--- config.mk ---
export PLATFORM = sky130hd
export DESIGN_NAME = mux_2to1_flat
export DESIGN_NICKNAME = d
export VERILOG_FILES = /design/src/rtl/mux_2to1_pkg.sv /design/src/rtl/mux_2to1_if.sv /design/src/rtl/mux_2to1_skid_buf.sv /design/src/rtl/mux_2to1.sv /design/src/flat_wrapper.sv
export SDC_FILE = /design/constraint.sdc
export NUM_CORES = 1
export LEC_CHECK = 0
export CAP_MARGIN = 20
export CORE_AREA = 8 8 45 47
export CTS_CLUSTER_SIZE = 30
export DETAILED_ROUTE_END_ITERATION = 16
export DIE_AREA = 0 0 53 55
export HOLD_SLACK_MARGIN = 0.03
export PLACE_DENSITY_LB_ADDON = 0.05
export SYNTH_ARGS = -nofsm -noshare
export SYNTH_HDL_FRONTEND = slang
export SYNTH_SLANG_ARGS = --single-unit
--- constraint.sdc ---
create_clock -name clk -period 2.1 [get_ports clk]
set_input_delay 0.42 -clock clk [delete_from_list [all_inputs] [get_ports clk]]
set_output_delay 0.42 -clock clk [all_outputs]
set_load 0.01 [all_outputs]
--- src/rtl/mux_2to1_pkg.sv ---
// Shared constants for the mux_2to1 leaf selector and its skid buffer.
package mux_pkg;

  localparam logic SEL_IN0 = 1'b0;
  localparam logic SEL_IN1 = 1'b1;

  localparam int unsigned MUX_WIDTH_DEFAULT = 1;

endpackage

--- src/rtl/mux_2to1_if.sv ---
// Bus bundle for mux_2to1: select inputs, combinational output and the
// valid/ready registered output path.
interface mux_2to1_if
  import mux_pkg::*;
#(
  parameter int unsigned WIDTH = MUX_WIDTH_DEFAULT
) ();

  logic [WIDTH-1:0] in0;
  logic [WIDTH-1:0] in1;
  logic             sel;
  logic [WIDTH-1:0] y;
  logic             in_valid;
  logic             in_ready;
  logic [WIDTH-1:0] y_q;
  logic             y_valid;
  logic             y_ready;

  modport master (
    output in0, in1, sel, in_valid, y_ready,
    input  y, in_ready, y_q, y_valid
  );

  modport slave (
    input  in0, in1, sel, in_valid, y_ready,
    output y, in_ready, y_q, y_valid
  );

endinterface

--- src/rtl/mux_2to1_skid_buf.sv ---
// Two-entry valid/ready skid buffer (main + skid) with a registered
// upstream ready that never depends combinationally on i_ready.
module mux_skid_buf
  import mux_pkg::*;
#(
  parameter int unsigned WIDTH = MUX_WIDTH_DEFAULT
) (
  input  logic             clk,
  input  logic             rst_n,
  input  logic [WIDTH-1:0] i_data,
  input  logic             i_valid,
  output logic             o_ready,
  output logic [WIDTH-1:0] o_data,
  output logic             o_valid,
  input  logic             i_ready
);

  logic [WIDTH-1:0] r_main_data;
  logic             r_main_valid;
  logic [WIDTH-1:0] r_skid_data;
  logic             r_skid_valid;
  logic             r_in_ready;

  logic [WIDTH-1:0] w_main_data_nxt;
  logic             w_main_valid_nxt;
  logic [WIDTH-1:0] w_skid_data_nxt;
  logic             w_skid_valid_nxt;
  logic             w_push;
  logic             w_pop;

  assign w_push  = i_valid && r_in_ready;
  assign w_pop   = r_main_valid && i_ready;

  assign o_ready = r_in_ready;
  assign o_data  = r_main_data;
  assign o_valid = r_main_valid;

  // Next-state for both entries; a push never coincides with a full skid
  // because r_in_ready is low whenever the skid entry is occupied.
  always_comb begin
    w_main_data_nxt  = r_main_data;
    w_main_valid_nxt = r_main_valid;
    w_skid_data_nxt  = r_skid_data;
    w_skid_valid_nxt = r_skid_valid;
    if (w_pop || !r_main_valid) begin
      if (r_skid_valid) begin
        w_main_data_nxt  = r_skid_data;
        w_main_valid_nxt = 1'b1;
        w_skid_valid_nxt = 1'b0;
      end else if (w_push) begin
        w_main_data_nxt  = i_data;
        w_main_valid_nxt = 1'b1;
      end else begin
        w_main_valid_nxt = 1'b0;
      end
    end else if (w_push) begin
      w_skid_data_nxt  = i_data;
      w_skid_valid_nxt = 1'b1;
    end
  end

  // Entry registers; ready is held low during reset and tracks skid-empty after.
  always_ff @(posedge clk) begin
    if (!rst_n) begin
      r_main_data  <= '0;
      r_main_valid <= 1'b0;
      r_skid_data  <= '0;
      r_skid_valid <= 1'b0;
      r_in_ready   <= 1'b0;
    end else begin
      r_main_data  <= w_main_data_nxt;
      r_main_valid <= w_main_valid_nxt;
      r_skid_data  <= w_skid_data_nxt;
      r_skid_valid <= w_skid_valid_nxt;
      r_in_ready   <= !w_skid_valid_nxt;
    end
  end

endmodule

--- src/rtl/mux_2to1.sv ---
// 2:1 data selector: combinational output y plus a registered,
// flow-controlled copy of the same selection through a skid buffer.
module mux_2to1
  import mux_pkg::*;
#(
  parameter int unsigned WIDTH = MUX_WIDTH_DEFAULT
) (
  input  logic        clk,
  input  logic        rst_n,
  mux_2to1_if.slave   bus
);

  logic [WIDTH-1:0] w_sel_data;

  // Single selection feeds both the combinational output and the buffer input.
  assign w_sel_data = (bus.sel == SEL_IN0) ? bus.in0 : bus.in1;
  assign bus.y      = w_sel_data;

  mux_skid_buf #(
    .WIDTH (WIDTH)
  ) u_skid (
    .clk     (clk),
    .rst_n   (rst_n),
    .i_data  (w_sel_data),
    .i_valid (bus.in_valid),
    .o_ready (bus.in_ready),
    .o_data  (bus.y_q),
    .o_valid (bus.y_valid),
    .i_ready (bus.y_ready)
  );

endmodule

--- src/flat_wrapper.sv ---
// flat-port wrapper written by rule: the top's interface ports become plain ports
module mux_2to1_flat import mux_pkg::*;
#(
  parameter int unsigned WIDTH = MUX_WIDTH_DEFAULT
)
  (clk, rst_n, bus_in0, bus_in1, bus_sel, bus_in_valid, bus_y_ready, bus_y, bus_in_ready, bus_y_q, bus_y_valid);
  mux_2to1_if #(.WIDTH(WIDTH)) bus_i ();
  input  logic clk;
  input  logic rst_n;
  input wire logic [$bits(bus_i.in0)-1:0] bus_in0;
  input wire logic [$bits(bus_i.in1)-1:0] bus_in1;
  input wire logic [$bits(bus_i.sel)-1:0] bus_sel;
  input wire logic [$bits(bus_i.in_valid)-1:0] bus_in_valid;
  input wire logic [$bits(bus_i.y_ready)-1:0] bus_y_ready;
  output wire logic [$bits(bus_i.y)-1:0] bus_y;
  output wire logic [$bits(bus_i.in_ready)-1:0] bus_in_ready;
  output wire logic [$bits(bus_i.y_q)-1:0] bus_y_q;
  output wire logic [$bits(bus_i.y_valid)-1:0] bus_y_valid;
  assign bus_i.in0 = bus_in0;
  assign bus_i.in1 = bus_in1;
  assign bus_i.sel = bus_sel;
  assign bus_i.in_valid = bus_in_valid;
  assign bus_i.y_ready = bus_y_ready;
  assign bus_y = bus_i.y;
  assign bus_in_ready = bus_i.in_ready;
  assign bus_y_q = bus_i.y_q;
  assign bus_y_valid = bus_i.y_valid;
  mux_2to1 #(.WIDTH(WIDTH)) u_core (.clk(clk), .rst_n(rst_n), .bus(bus_i));
endmodule
==> results.ini <==
[synthesis]
synth_compound_area_frac=0.167
ys_async_sr_fraction=0
synth-edff-count=0
seq_area_frac_synth=0.494
yosys_warnings=0
netlist_top_cells_area=dfxtp_1, mux2_4, a21oi_1
synth_adder_area_share=0
synthCells=21
synth.most_common_cell=dfxtp_1
ys_seq_elements=5
synth-xor-area-share=0
syn_area_um2=203
synth_top_flop_cell=dfxtp_1
yosysTopAreaCell=dfxtp_1
synth_top_family_by_area=simple AND/OR/NAND/NOR gates
mappedNetlistNets=28
ys_types=14
postSynthAreaPerCell_um2=9.65
synth_top_cells_by_count=dfxtp_1, a21oi_1, nand2_1, nor2_1
synthDominantCellAreaShare=0.494
yosys.area_share.simple=0.198
synth_mux_area_frac=0.123

[hold_path]
hold_class=register to register
worstHoldPathCells=2

[floorplanning]
dieHeight_um=55
design.core.area_um2=1380
dieArea_um2=2920
initial_utilization=0.146
rows=14
io_pins=11
die_x_um=53

[worst_setup_path]
required_ns=1.68
cp.depth=3
path_class=input pin to primary output
slowest_stage=clkdlybuf4s50_1
startpoint_type=input pin
crit_buf_inv=2
cpLargestDelayFamily=buffers and inverters
r2r.worst_path.cells=3
crit_fanout=2
path_cells=clkdlybuf4s50_1 > mux2_4 > dlygate4sd2_1
worst_setup_path_end_kind=primary output
max_stage_delay_ns=0.47
worst_ep_arrival_time_ns=1.48

[routing]
wire_per_inst_um=10.6
drt_pass1_iterations=2
finalWirelength_um=552
drt_iter0_markers=3
ant_nets=0
drc_errors=0
vias_per_cell=4.00
routed-via-count=208

[finish]
multiInputGateArea_um2=98.8
syn_to_final_growth_pct=75.3
fin_nets=44
ff_latch_area_um2=100
layout-drive-gt1-share=0.139
fillers=145
diodes=0

[power_and_ir_drop]
ir_worst_vdd_v=0.000213
p_seq_frac=0.397
p_sw_mw=0.0586
switching_share=0.230
clockPowerShare=0.448
cellPowerDensity_nw_per_um2=717
p_int_mw=0.196
p_comb_frac=0.155
p_leak_nw=0.136

[placement]
dp_hpwl_um=431
place_congestion=0.699
io_buffers=10

[cts]
clock-root-buffer=clkbuf_4
cts.sinks=5
htreeDepth=1
cts_tree=done
clk-insertion-delay-late_ns=0.25
cts.clk_slew.worst_paths_ns=0.05
clock_path_buffers=2
cts_setup_buffers=0
cts_buffers=3

[job]
drv_cap=0

[global_routing]
grt_pass1_vias=227
overflow=0
track_usage=0.0519
grt_pass1_wl_um=966
antenna_found_initial=0
grt_max_degree=8

[timing]
grt_setup_unrepaired=no
final.period_utilization=0.906
fin_setup_tns_ns=0
worstMarginPinSlew_ns=0.351
slew_headroom=0.766
whs_ns=0.468
finClkSkew_ns=0.00793
finalHoldViolations=0
period_minus_slack_ns=1.90
fmax_mhz=525
setup_viol=0
drv_slew=0

[outcome]
outcome=completed

[path summary, 6_finish.rpt]
| check | from | end | slack [ns] |
|---|---|---|---|
| max | bus_sel | bus_y | 0.20 |
| min | u_core.u_skid.o_data$_SDFFE_PN0P_ | u_core.u_skid.o_data$_SDFFE_PN0P_ | 0.47 |
| max reg2reg | u_core.u_skid.o_ready$_SDFF_PN0_ | u_core.u_skid.o_data$_SDFFE_PN0P_ | 1.14 |
| min reg2reg | u_core.u_skid.o_data$_SDFFE_PN0P_ | u_core.u_skid.o_data$_SDFFE_PN0P_ | 0.47 |
[tightest hold or removal path, cell delays in order (launching register included)]
cell,delay (ns)
dfxtp_1,0.30
nand2_1,0.05
o22ai_1,0.06
[metrics by stage]
step / power [mW] / worst slack, ns / util / std cells / cell area [µm²]
detailed placement: 0.144 / -0.00762 / 0.239 / 48 / 330
CTS: 0.264 / 0.190 / 0.257 / 52 / 355
floorplan: 0.117 / 0.916 / - / 21 / 203
global placement: 0.144 / -0.00878 / 0.239 / 48 / 330
finish: 0.255 / 0.197 / 0.257 / 52 / 355
global route: 0.275 / 0.157 / 0.257 / 52 / 355
[registers in the layout, summed over array words and instances (netlist names)]
register and cells:
u_core.u_skid.o_data 1, u_core.u_skid.r_skid_data 1, u_core.u_skid.r_skid_valid 1, u_core.u_skid.o_valid 1, u_core.u_skid.o_ready 1
[cells in the final DEF, fill, tap and decap left out, types with 2 or more instances in the layout]
master,n
clkdlybuf4s50_1,9
dfxtp_1,5
nand2_1,2
clkbuf_4,3
nor2_1,2
a21oi_1,2
[cells by family (layout without fill, tap and decap cells)]
kind of cell    count (synthesis)  count (layout)
mux                             2               2
flops                           5               5
simple gates                    8               8
compound gates                  5               5
buf+inv                         1              16
[cell type report]
| class | instances | share of cell area |
|---|---|---|
| Inverter | 1 | 0.0106 |
| Tap cell | 16 | 0.0563 |
| Clock buffer | 4 | 0.0739 |
| Sequential cell | 5 | 0.282 |
| Timing Repair Buffer | 11 | 0.299 |
| Multi-Input combinational cell | 15 | 0.278 |
[power by group through the flow]
stage               combinational, mW  clock [mW]  sequential, mW
floorplan                      0.0130           0           0.104
global placement               0.0408           0           0.103
detailed placement             0.0410           0           0.103
CTS                            0.0401       0.123           0.101
global route                   0.0437       0.130           0.101
finish                         0.0394       0.114           0.101
[what timing repair did]
action / CTS / global route
resized for setup: 1 / 0
setup endpoints to repair: 1 / 0
hold buffers: 0 / 0
[routing by layer]
metal,part of all wire,vias to the layer above,routed length [µm],GRT usage
met4,0.025,0,14,0.0388
met2,0.39,12,217,0.0645
met1,0.37,87,202,0.0396
li1,-,104,-,-
met5,0,-,0,0
met3,0.21,5,117,0.0722
Power figures use the tool's default switching activity.
